<file path="config.mk">
export PLATFORM = sky130hd
export DESIGN_NAME = ramdisk_fill_engine
export DESIGN_NICKNAME = d
export VERILOG_FILES = /design/src/rtl/ramdisk_fill_engine.sv
export SDC_FILE = /design/constraint.sdc
export NUM_CORES = 1
export LEC_CHECK = 0
export BUFFER_PORTS_ARGS = -buffer_cell sky130_fd_sc_hd__clkbuf_2
export CAP_MARGIN = 30
export CORE_UTILIZATION = 40
export CTS_CLUSTER_SIZE = 20
export DETAILED_ROUTE_END_ITERATION = 6
export GPL_ROUTABILITY_DRIVEN = 0
export PLACE_DENSITY = 0.62
export RECOVER_POWER = 100
export SLEW_MARGIN = 20
export SYNTH_ARGS = -nofsm -noshare
export SYNTH_HDL_FRONTEND = slang
export SYNTH_SLANG_ARGS = --single-unit
export TNS_END_PERCENT = 30
</file>
<file path="constraint.sdc">
create_clock -name C7M -period 6.5 [get_ports C7M]
set_clock_uncertainty 0.15 [all_clocks]
set_input_delay 1.3 -clock C7M [delete_from_list [all_inputs] [get_ports C7M]]
set_output_delay 1.3 -clock C7M [all_outputs]
set_load 0.03 [all_outputs]
</file>
<file path="src/rtl/ramdisk_fill_engine.sv">
// Background SRAM fill/verify sequencer for the RAM-disk card. Steals one byte
// access per Apple II bus cycle (S1-S3) while the 6502 port owns S4-S7.
module ramdisk_fill_engine #(
   parameter int AW = 20  // 17..24: address and length are exposed as three bytes
) (
   input  logic          C7M,
   input  logic          RES,
   input  logic [2:0]    S,
   input  logic          HostReq,
   input  logic          CfgWR,
   input  logic [2:0]    CfgSel,
   input  logic [7:0]    CfgD,
   output logic [7:0]    CfgQ,
   output logic [AW-1:0] RAMA,
   output logic [7:0]    RAMDO,
   input  logic [7:0]    RAMDI,
   output logic          RDOE,
   output logic          RAMCS,
   output logic          nRAMWE,
   output logic          MemGnt,
   output logic          Busy,
   output logic          DonePulse
);

   typedef enum logic [2:0] {
      ST_IDLE,
      ST_WAIT,
      ST_SETUP,
      ST_STROBE,
      ST_RECOV
   } state_t;

   state_t        state_q, state_d;
   logic [AW-1:0] addr_q, addr_d;
   logic [AW-1:0] len_q, len_d;
   logic [7:0]    fill_q, fill_d;
   logic          verify_q, verify_d;
   logic          done_q, done_d;
   logic          mismatch_q, mismatch_d;
   logic          aborted_q, aborted_d;
   logic          abort_pend_q, abort_pend_d;
   logic          miss_q, miss_d;
   logic          done_pulse_q, done_pulse_d;

   logic ctl_wr;
   logic start_req;
   logic abort_req;
   logic slot;

   // Abort always wins over Start when both arrive in one control write.
   always_comb begin
      ctl_wr    = CfgWR && (CfgSel == 3'd7);
      abort_req = ctl_wr && CfgD[1];
      start_req = ctl_wr && CfgD[0] && !CfgD[1];
   end

   always_comb begin
      // NOTE: every variable gets its hold value first so no path leaves one unassigned (no latches).
      state_d      = state_q;
      addr_d       = addr_q;
      len_d        = len_q;
      fill_d       = fill_q;
      verify_d     = verify_q;
      done_d       = done_q;
      mismatch_d   = mismatch_q;
      aborted_d    = aborted_q;
      abort_pend_d = abort_pend_q;
      miss_d       = miss_q;
      done_pulse_d = 1'b0;

      // Parameter registers are only writable while no operation is running.
      if (CfgWR && (state_q == ST_IDLE)) begin
         for (int i = 0; i < AW; i++) begin
            if (int'(CfgSel) == i / 8)     addr_d[i] = CfgD[i % 8];
            if (int'(CfgSel) == i / 8 + 3) len_d[i]  = CfgD[i % 8];
         end
         if (CfgSel == 3'd6) fill_d = CfgD;
      end

      case (state_q)
         ST_IDLE: begin
            if (start_req) begin
               mismatch_d   = 1'b0;
               aborted_d    = 1'b0;
               abort_pend_d = 1'b0;
               miss_d       = 1'b0;
               verify_d     = CfgD[2];
               if (len_q == '0) begin
                  done_d       = 1'b1;
                  done_pulse_d = 1'b1;
               end else begin
                  done_d  = 1'b0;
                  state_d = ST_WAIT;
               end
            end
         end

         ST_WAIT: begin
            if (abort_req) begin
               aborted_d = 1'b1;
               state_d   = ST_IDLE;
            end else if ((S == 3'd1) && !HostReq) begin
               state_d = ST_SETUP;
            end
         end

         ST_SETUP: begin
            if (abort_req) abort_pend_d = 1'b1;
            state_d = ST_STROBE;
         end

         ST_STROBE: begin
            if (abort_req) abort_pend_d = 1'b1;
            miss_d  = verify_q && (RAMDI != fill_q);
            state_d = ST_RECOV;
         end

         ST_RECOV: begin
            abort_pend_d = 1'b0;
            miss_d       = 1'b0;
            state_d      = ST_WAIT;
            // A failed compare freezes the counters so software can read the bad address.
            if (miss_q) begin
               mismatch_d   = 1'b1;
               done_d       = 1'b1;
               done_pulse_d = 1'b1;
               state_d      = ST_IDLE;
            end else begin
               addr_d = addr_q + AW'(1);
               len_d  = len_q - AW'(1);
               if (abort_pend_q || abort_req) begin
                  aborted_d = 1'b1;
                  state_d   = ST_IDLE;
               end else if (len_q == AW'(1)) begin
                  done_d       = 1'b1;
                  done_pulse_d = 1'b1;
                  state_d      = ST_IDLE;
               end
            end
         end

         default: state_d = ST_IDLE;
      endcase
   end

   always_ff @(posedge C7M or posedge RES) begin
      if (RES) begin
         state_q      <= ST_IDLE;
         addr_q       <= '0;
         len_q        <= '0;
         fill_q       <= 8'h00;
         verify_q     <= 1'b0;
         done_q       <= 1'b0;
         mismatch_q   <= 1'b0;
         aborted_q    <= 1'b0;
         abort_pend_q <= 1'b0;
         miss_q       <= 1'b0;
         done_pulse_q <= 1'b0;
      end else begin
         state_q      <= state_d;
         addr_q       <= addr_d;
         len_q        <= len_d;
         fill_q       <= fill_d;
         verify_q     <= verify_d;
         done_q       <= done_d;
         mismatch_q   <= mismatch_d;
         aborted_q    <= aborted_d;
         abort_pend_q <= abort_pend_d;
         miss_q       <= miss_d;
         done_pulse_q <= done_pulse_d;
      end
   end

   // SRAM strobes decode straight from the state flop so RES drops them at once.
   assign slot      = (state_q == ST_SETUP) || (state_q == ST_STROBE) || (state_q == ST_RECOV);
   assign RAMCS     = slot;
   assign MemGnt    = !slot;
   assign RDOE      = slot && !verify_q;
   assign nRAMWE    = !((state_q == ST_STROBE) && !verify_q);
   assign RAMA      = addr_q;
   assign RAMDO     = fill_q;
   assign Busy      = (state_q != ST_IDLE);
   assign DonePulse = done_pulse_q;

   always_comb begin
      CfgQ = 8'h00;
      case (CfgSel)
         3'd7: CfgQ = {4'b0000, aborted_q, mismatch_q, done_q, Busy};
         3'd6: CfgQ = fill_q;
         default: begin
            for (int i = 0; i < AW; i++) begin
               if (int'(CfgSel) == i / 8)     CfgQ[i % 8] = addr_q[i];
               if (int'(CfgSel) == i / 8 + 3) CfgQ[i % 8] = len_q[i];
            end
         end
      endcase
   end

endmodule

</file>
[Yosys cells after proc, flatten, opt, wreduce, memory -nomap -nowiden]
Cells that the tools add are included.
Storage, ports and cells
  bits in read-only memories: 0
  register bits after elaboration: 58
  bits in writable memories: 0
  bits of input ports: 26
  memories kept: 0
  bits in latches: 0
  logic and storage cells: 186
  output and inout bits: 42
Operators by class
  shift operators: 0
  add/sub/neg operators: 2
  bitwise logic cells: 0
  reductions and logical operators: 34
  magnitude comparators: 0
  multiply operators: 0
  equality and inequality tests: 24
  divide/modulo/power cells: 0
  multiplexer cells: 115
Operator list (count)
  two-way mux 20 bit: 6
  two-way mux 1 bit: 97
  == test 3 bit (second input constant): 7
  adder 20 x 1 -> 20 bit (second input constant): 1
  == test 20 x 1 -> 1 bit (second input constant): 1
  logical NOT 20 bit: 1
  subtractor 20 x 1 -> 20 bit (second input constant): 1
  one-hot mux 8 bit (2 select lines): 1
  one-hot mux 3 bit (5 select lines): 1
  two-way mux 3 bit: 4
  != test 2 bit (second input constant): 6
  nonzero test 3 bit: 4
  == test 3 x 2 -> 1 bit (second input constant): 3
  logical AND 1 bit: 9
  != test 3 bit (second input constant): 3
  one-hot mux 1 bit (3 select lines): 3
  AND reduction 3 bit: 3
  != test 8 bit: 1
  == test 3 x 1 -> 1 bit (second input constant): 2
  logical NOT 3 bit: 2
  one-hot mux 1 bit (2 select lines): 3
  AND reduction 2 bit: 3
  logical NOT 1 bit: 5
  AND reduction 5 bit: 1
  5 further kinds: 7

[Longest topological paths before layout]
Gate-level depths: netlist (run 1).
  depth after elaboration: 8
  mapped depth: 8
  depth with buffers taken out: 6

[Worst setup path before layout (run 1)]
OpenSTA, ideal clock, no wires.
  path type: input to output
  start: input port CfgSel[0]
  end: output port CfgQ[1]
  required time: 5.050 ns
  buffers on the path: 2
  stages on the path: 4
  arrival time: 2.851 ns
  slack: 2.199 ns
  cells stage by stage: buf_2 -> buf_1 -> mux4_2 -> mux2_2
Between the ends
  word-level cells in the longest chain between the ends: 8
  elaborated cells between the ends (all ways): 15
  those cells by class: eq/ne: 7; mux: 7; reduce/logical: 1
Ends and longest elaborated chain
  from (decl): RTL line 11  | input logic [2:0] CfgSel,
  logical NOT 3 bit: RTL line 192  | if (int'(CfgSel) == i / 8) CfgQ[i % 8] = addr_q[i];
  two-way mux 1 bit: RTL line 192
  two-way mux 1 bit: RTL line 193  | if (int'(CfgSel) == i / 8 + 3) CfgQ[i % 8] = len_q[i];
  two-way mux 1 bit: RTL line 192
  two-way mux 1 bit: RTL line 193
  two-way mux 1 bit: RTL line 192
  two-way mux 1 bit: RTL line 193
  one-hot mux 8 bit (2 select lines) (*): RTL line 187  | case (CfgSel)
  to (decl): RTL line 13  | output logic [7:0] CfgQ,
Every way passes the cells marked *; elsewhere a longest branch is shown, timed or not.

[Final worst setup path (run 1)]
  start: input port CfgSel[0]
  end: output port CfgQ[2]
Same word-level chain as after synthesis.

==> results of run 1 <==
-- kinds of logic after synthesis --
group                    count (synthesis)  share of synthesized area
XOR/XNOR                                 8                     0.0181
buffers and inverters                   39                     0.0454
multiplexers                            30                      0.108
AO/OA/AOI/OAI                          115                      0.202
adder cells (fa/ha/maj)                  4                     0.0130
flip-flops                              58                      0.376
AND/OR/NAND/NOR                        173                      0.238
-- cell usage in the layout, fill, tap and decap left out, types with 3 or more instances in the layout --
master / count
dfrtp_1: 58
nor2_1: 51
clkbuf_1: 43
nand2_1: 37
a21oi_1: 30
clkbuf_2: 25
nor3_1: 18
o21ai_0: 18
a311oi_1: 15
inv_1: 13
mux2_2: 13
a211oi_1: 12
o22ai_1: 10
and3_1: 10
clkbuf_8: 10
mux2i_1: 9
nand3_1: 9
mux4_2: 8
xnor2_1: 8
nand2b_1: 7
nand4_1: 7
and4_1: 5
a31oi_1: 5
nor4_1: 5
or4_1: 4
o21a_1: 4
ha_1: 4
or4_4: 3
-- critical path, cell delays in order --
cell,delay [ps]
clkbuf_1,820
mux4_2,610
mux2_2,310
clkbuf_1,220
-- power groups by stage --
stage	combinational [uW]	clock (uW)	sequential, uW
2_1_floorplan	513	0	850
3_3_place_gp	839	0	827
3_5_place_dp	856	0	831
4_1_cts	858	313	827
5_1_grt	894	331	856
6_report	821	307	835
-- metal layers --
metal  track usage  part of all wire  vias up
met5             0                 0        -
met4        0.0992             0.024        0
met3        0.0522             0.079       28
met2         0.376              0.45      194
met1         0.371              0.44     1867
li1              -                 -     1728
-- how the worst max path moves through the flow --
stage | to | slack, ps | cells after the start
2_1_floorplan | CfgQ[1] | 2200 | 4
3_3_place_gp | CfgQ[2] | 2290 | 4
3_5_place_dp | CfgQ[2] | 2230 | 4
4_1_cts | CfgQ[2] | 2230 | 4
5_1_grt | len_q[11] | 1660 | 3
6_report | CfgQ[2] | 1780 | 4
-- metrics by stage --
step,hold slack (ps),total power [uW],util
after floorplan,326,1360,-
after global placement,371,1670,0.458
after detailed placement,374,1690,0.458
after CTS,381,2000,0.478
after global routing,427,2080,0.468
final,388,1960,0.468
-- final cells by class --
type	count	area [um2]	area share
inverters	13	48.8	0.0112
flip-flops and latches	58	1450	0.334
multi-input cells	330	2210	0.508
well taps	129	161	0.0371
repair buffers	69	294	0.0677
clock buffers	10	138	0.0317
clock inverters	6	42.5	0.00979
-- sequential cells by signal (all words and copies together), names as in the netlist --
| register | count |
|---|---|
| done_q | 1 |
| RAMA | 20 |
| state_q | 3 |
| aborted_q | 1 |
| len_q | 20 |
| miss_q | 1 |
| abort_pend_q | 1 |
| RAMDO | 8 |
| mismatch_q | 1 |
| verify_q | 1 |
| DonePulse | 1 |
==> flow_metrics.env, run 1 <==
export IMPL_cts_inserted_buffers=9
export IMPL_fmax_ghz=0.212
export IMPL_leakage_uw=0.00169
export IMPL_worstHoldEndpoint="len_q[16]"
export IMPL_initial_utilization=0.416
export IMPL_drv_slew=59
export IMPL_ant_nets=0
export IMPL_dp_slack_ps=2230
export IMPL_p_int_uw=961
export IMPL_worst_setup_path_start_kind="primary input"
export IMPL_syn_area_um2=3860
export IMPL_synth_top_cell_area_share=0.376
export IMPL_slew_headroom=-1.14
export IMPL_row_count=35
export IMPL_antenna_found_initial=0
export IMPL_clockBufferDepth=2
export IMPL_status="complete, but fails checks"
export IMPL_syn_area_per_cell_um2=9.04
export IMPL_power_switching_uw=1000
export IMPL_synth_area_top_cells="dfrtp_1 (38%), nor2_1 (5.0%), mux4_2 (4.7%)"
export IMPL_gr_total_overflow=0
export IMPL_synth_seq_cells=58
export IMPL_die_area_um2=10100
export IMPL_finalNonFillerCells=615
export IMPL_synth_ff_type="dfrtp_1"
export IMPL_dr_first_iter_drc_count=304
export IMPL_synth_top_cell_by_area="dfrtp_1"
export IMPL_cap_viol_max_count=1
export IMPL_fp_dieH_um=100
export IMPL_p_per_area_nw_per_um2=452
export IMPL_io_pins=68
export IMPL_syn_inst=427
export IMPL_routed_wl_mm=12.4
export IMPL_rr_worst_depth=5
export IMPL_clock_sinks=58
export IMPL_min_period_ps=4720
export IMPL_vias=3817
export IMPL_tightest_slew_ps=3210
export IMPL_tns_ps=0
export IMPL_worstPathRequired_ps=5050
export IMPL_grt_max_degree=59
export IMPL_crit_type="primary input to primary output"
export IMPL_comb_power_share=0.418
export IMPL_synthTopCellsByCount="dfrtp_1 (58), nor2_1 (51), nand2_1 (37)"
export IMPL_portBuffers=67
export IMPL_rsz0062_at_grt="no"
export IMPL_worstHoldPathCells=1
export IMPL_fin_nets=511
export IMPL_ys_seq_area_frac=0.376
export IMPL_synth_warnings=0
export IMPL_htree_levels=3
export IMPL_post_cts_repair_setup_buffers=0
export IMPL_clkTransAtPathRegs_ps=70
export IMPL_place_area_um2=4260
export IMPL_hpwlAfterDp_mm=8.79
export IMPL_drive_above_1_share=0.156
export IMPL_fin_ws_ps=1780
export IMPL_rr_endpoint="RAMA[17]"
export IMPL_dr_pass1_iters=5
export IMPL_core_um2=9280
export IMPL_vdd_drop_max_uv=209
export IMPL_placed_cells=599
export IMPL_clockPowerShare=0.156
export IMPL_cts_tree="built"
export IMPL_stdcell_area_um2=4350
export IMPL_critPathArrivalTime_ps=3270
export IMPL_antenna_cells=0
export IMPL_violations="capacitance limit, slew limit"
export IMPL_crit_path_end_kind="primary output"
export IMPL_reg2reg_from="state_q[0]"
export IMPL_via_per_inst=6.21
export IMPL_drc=0
export IMPL_dieWidth_um=100
export IMPL_swShare=0.510
export IMPL_grt_pass1_vias=3433
export IMPL_n_fill_cell=947
export IMPL_setup_viol=0
export IMPL_reg2reg_slack_ps=3160
export IMPL_async_flop_share=1.00
export IMPL_ctsHoldBuffers=0
export IMPL_ctsResizeCount=0
export IMPL_min_path_type="flip-flop to flip-flop"
export IMPL_min_period_over_period=0.727
export IMPL_cts_root_buf="clkbuf_8"
export IMPL_area_growth_pct=12.5
export IMPL_power_frac_seq=0.425
export IMPL_finalHoldViolCount=0
export IMPL_cp_max_fo=19
export IMPL_synth_edf_count=0
export IMPL_hp_start="len_q[16]"
export IMPL_grt_pass1_wl_mm=19.3
export IMPL_startpoint="CfgSel[0]"
export IMPL_track_usage=0.257
export IMPL_wire_per_inst_um=20.2
export IMPL_clk_latency_ps=350
export IMPL_synth_most_common_cell="dfrtp_1"
export IMPL_synthDistinctLibCells=62
export IMPL_synthesis_nets=457
(Power assumes the default switching activity.)
==> inputs of run 2 (changes only) <==
==> constraint.sdc (replaced) <==
create_clock -name C7M -period 4.7 [get_ports C7M]
set_clock_uncertainty 0.15 [all_clocks]
set_input_delay 0.94 -clock C7M [delete_from_list [all_inputs] [get_ports C7M]]
set_output_delay 0.94 -clock C7M [all_outputs]
set_load 0.03 [all_outputs]
==> flow_metrics.env, run 2 (synthesized netlist as in run 1, its figures left out) <==
export IMPL_status="complete, but fails checks"
export IMPL_violations="capacitance limit, slew limit"
export IMPL_swShare=0.491
export IMPL_reg2reg_slack_ps=1170
export IMPL_finalHoldViolCount=0
export IMPL_core_um2=9280
export IMPL_grt_max_degree=43
export IMPL_power_switching_uw=1360
export IMPL_htree_levels=3
export IMPL_cap_viol_max_count=1
export IMPL_dr_pass1_iters=5
export IMPL_layout_commonest_cell="dfrtp_1"
export IMPL_row_count=35
export IMPL_met1_usage=0.369
export IMPL_initial_utilization=0.416
export IMPL_drc=0
export IMPL_crit_type="primary input to primary output"
export IMPL_worst_setup_path_start_kind="primary input"
export IMPL_area_growth_pct=13.2
export IMPL_ctsResizeCount=0
export IMPL_min_period_ps=4010
export IMPL_tns_ps=0
export IMPL_antenna_found_initial=0
export IMPL_fmax_ghz=0.249
export IMPL_post_route_util=0.471
export IMPL_leakage_uw=0.00170
export IMPL_grt_pass1_wl_mm=19.5
export IMPL_via_per_inst=6.20
export IMPL_post_cts_repair_setup_buffers=0
export IMPL_drv_slew=43
export IMPL_min_period_over_period=0.853
export IMPL_clock_sinks=58
export IMPL_grt_pass1_vias=3553
export IMPL_met3_usage=0.0606
export IMPL_track_usage=0.258
export IMPL_critPathArrivalTime_ps=2920
export IMPL_dieWidth_um=100
export IMPL_cts_inserted_buffers=9
export IMPL_ctsHoldBuffers=0
export IMPL_portBuffers=67
export IMPL_dr_first_iter_drc_count=280
export IMPL_busiest_layer="met2"
export IMPL_vdd_drop_max_uv=281
export IMPL_fin_nets=512
export IMPL_wire_per_inst_um=20.1
export IMPL_worstPathRequired_ps=3610
export IMPL_antenna_cells=0
export IMPL_p_int_uw=1410
export IMPL_gr_total_overflow=0
export IMPL_cts_tree="built"
export IMPL_clockPowerShare=0.176
export IMPL_min_path_type="flip-flop to flip-flop"
export IMPL_met2_usage=0.374
export IMPL_comb_power_share=0.410
export IMPL_vias=3810
export IMPL_cp_max_fo=19
export IMPL_cts_root_buf="clkbuf_8"
export IMPL_routed_wl_mm=12.4
export IMPL_clk_latency_ps=330
export IMPL_crit_path_end_kind="primary output"
export IMPL_clkTransAtPathRegs_ps=70
export IMPL_hpwlAfterDp_mm=8.97
export IMPL_clockBufferDepth=2
export IMPL_drive_above_1_share=0.150
export IMPL_fp_dieH_um=100
export IMPL_slew_headroom=-0.195
export IMPL_tightest_slew_ps=1790
export IMPL_p_per_area_nw_per_um2=635
export IMPL_die_area_um2=10100
export IMPL_rsz0062_at_grt="no"
export IMPL_io_pins=68
export IMPL_power_frac_seq=0.414
export IMPL_setup_viol=0
export IMPL_final_cell_mix="dfrtp_1 (58), nor2_1 (51), clkbuf_1 (46)"
export IMPL_ant_nets=0
==> run 2: worst paths after layout <==
kind,startpoint,endpoint,cells past startpoint
worst max-delay path,CfgSel[0],CfgQ[2],4
worst min-delay path,len_q[18],len_q[18],1
worst max register to register,state_q[2],RAMA[18],6
worst min register to register,len_q[18],len_q[18],1
max in group asynchronous,RES,RAMDO[0],3
min in group asynchronous,RES,RAMA[16],2
==> run 2: layer usage <==
metal  wire, um  vias up  part of all wire
li1           -     1738                 -
met1       5430     1847              0.44
met2       5600      191              0.45
met3        990       34             0.080
met4        374        0             0.030
met5          0        -                 0
==> run 2: layout make-up <==
type                    count  area, um2
fillers                   960       4910
clock inverters             2       35.0
clock buffers              13        169
multi-input cells         330       2210
flip-flops and latches     58       1450
well taps                 129        161
inverters                  13       48.8
repair buffers             70        294
==> run 2: worst max-delay path: stages <==
cell and delay [ps]:
clkbuf_1 830, mux4_2 620, mux2_2 300, clkbuf_1 220
==> run 2: power groups by stage <==
stage | Combinational [uW] | Clock, uW | Sequential [uW]
5_1_grt | 1230 | 520 | 1180
3_3_place_gp | 1160 | 0 | 1140
3_5_place_dp | 1180 | 0 | 1140
6_report | 1140 | 487 | 1150
2_1_floorplan | 710 | 0 | 1180
4_1_cts | 1180 | 494 | 1140
==> run 2: per-stage QoR <==
step | setup slack, ps | instances | power, uW | area (um2) | hold slack, ps
after floorplan | 1120 | 427 | 1890 | 3860 | 326
after detailed placement | 1170 | 600 | 2330 | 4280 | 411
final | 691 | 615 | 2770 | 4370 | 438
after CTS | 1170 | 615 | 2820 | 4480 | 433
after global routing | 610 | 615 | 2940 | 4370 | 471
after global placement | 1210 | 599 | 2300 | 4260 | 386
==> inputs of run 3 (changes only) <==
--- a/config.mk
+++ b/config.mk
@@ -11,9 +11,8 @@
 export CTS_CLUSTER_SIZE = 20
 export DETAILED_ROUTE_END_ITERATION = 6
 export GPL_ROUTABILITY_DRIVEN = 0
-export PLACE_DENSITY = 0.62
+export PLACE_DENSITY = 0.66
 export RECOVER_POWER = 100
-export SLEW_MARGIN = 20
 export SYNTH_ARGS = -nofsm -noshare
 export SYNTH_HDL_FRONTEND = slang
 export SYNTH_SLANG_ARGS = --single-unit
==> flow_metrics.env, run 3 (synthesized netlist as in run 1, its figures left out) <==
export IMPL_vias=3890
export IMPL_track_usage=0.254
export IMPL_initial_utilization=0.416
export IMPL_grt_pass1_wl_mm=19.3
export IMPL_clock_sinks=58
export IMPL_cts_inserted_buffers=9
export IMPL_portBuffers=67
export IMPL_worst_setup_path_start_kind="flip-flop"
export IMPL_routed_wl_mm=12.2
export IMPL_gr_total_overflow=0
export IMPL_fmax_ghz=0.246
export IMPL_grt_max_degree=43
export IMPL_ant_nets=0
export IMPL_crit_path_end_kind="primary output"
export IMPL_via_per_inst=6.31
export IMPL_drv_slew=43
export IMPL_finalNonFillerCells=616
export IMPL_grt_pass1_vias=3464
export IMPL_row_count=35
export IMPL_cts_tree="built"
export IMPL_crit_type="flip-flop to primary output"
export IMPL_io_pins=68
export IMPL_whs_ps=408
export IMPL_wire_per_inst_um=19.9
export IMPL_min_period_over_period=0.864
export IMPL_p_per_area_nw_per_um2=628
export IMPL_leakage_uw=0.00169
export IMPL_clk_latency_ps=360
export IMPL_layout_commonest_cell="dfrtp_1"
export IMPL_cts_root_buf="clkbuf_8"
export IMPL_area_growth_pct=12.8
export IMPL_post_route_util=0.469
export IMPL_core_um2=9280
export IMPL_antenna_cells=0
export IMPL_cap_viol_max_count=1
export IMPL_die_area_um2=10100
export IMPL_rsz0062_at_grt="no"
export IMPL_antenna_found_initial=0
export IMPL_critPathArrivalTime_ps=2970
export IMPL_finalHoldViolCount=0
export IMPL_fp_dieH_um=100
export IMPL_htree_levels=3
export IMPL_min_period_ps=4060
export IMPL_drive_above_1_share=0.154
export IMPL_dr_pass1_iters=5
export IMPL_clkTransAtPathRegs_ps=70
export IMPL_final_cell_mix="dfrtp_1 (58), nor2_1 (51), clkbuf_1 (45)"
export IMPL_post_cts_repair_setup_buffers=0
export IMPL_ctsResizeCount=0
export IMPL_dr_first_iter_drc_count=396
export IMPL_slew_headroom=-0.221
export IMPL_vdd_drop_max_uv=310
export IMPL_tns_ps=0
export IMPL_hpwlAfterDp_mm=8.59
export IMPL_setup_viol=0
export IMPL_violations="capacitance limit, slew limit"
export IMPL_cp_max_fo=12
export IMPL_clockBufferDepth=2
export IMPL_min_path_type="flip-flop to flip-flop"
export IMPL_tightest_slew_ps=1830
export IMPL_status="complete, but fails checks"
export IMPL_worstPathRequired_ps=3610
export IMPL_drc=0
export IMPL_ctsHoldBuffers=0
export IMPL_fin_nets=512
export IMPL_placed_cells=600
export IMPL_dieWidth_um=100
[run 3: changes by cell type in the layout (fill, tap and decap cells not counted)]
cell and delta:
bufinv_16 -1, clkbuf_1 -1, clkinv_2 +1, clkinvlp_4 +2
[run 3: power breakdown]
group          total, uW  internal, uW  leakage, uW  switching [uW]
logic               1140           412     0.000922             724
clock network        452           233    0.0000944             219
registers           1150           715     0.000673             431
total               2730          1360      0.00169            1370
[run 3: worst paths after layout]
kind / cells after the start / slack [ps] / end / from
min reg2reg: 1 / 410 / len_q[16] / len_q[16]
max reg2reg: 6 / 1130 / RAMA[18] / state_q[2]
min in group asynchronous: 2 / 820 / RAMA[8] / RES
min: 1 / 410 / len_q[16] / len_q[16]
max in group asynchronous: 3 / 1770 / len_q[9] / RES
max: 5 / 640 / CfgQ[0] / state_q[0]
[run 3: stage by stage]
| step | instance area (um2) | total power [uW] | setup WS (ps) |
|---|---|---|---|
| final | 4360 | 2730 | 641 |
| after global routing | 4360 | 2890 | 545 |
| after CTS | 4450 | 2770 | 1170 |
| after detailed placement | 4260 | 2320 | 1200 |
| after global placement | 4260 | 2290 | 1230 |
| after floorplan | 3860 | 1890 | 1120 |
[run 3: layer usage]
metal / GRT usage / vias to the layer above / wire length, um
li1: - / 1723 / -
met1: 0.380 / 1899 / 5510
met2: 0.356 / 236 / 5260
met3: 0.0425 / 32 / 1080
met4: 0.117 / 0 / 388
met5: 0 / - / 0
[run 3: layout make-up]
class / count / area, um2
multi-input combinational: 330 / 2210
tap: 129 / 161
clock inverter: 4 / 25.0
timing repair buffer: 70 / 294
fill: 971 / 4930
inverter: 13 / 48.8
clock buffer: 12 / 165
sequential: 58 / 1450
[run 3: critical path, stage by stage (launching register included)]
cell and delay [ps]:
dfrtp_1 510, nor3_1 840, inv_1 240, mux4_2 520, mux2_2 290, clkbuf_1 210
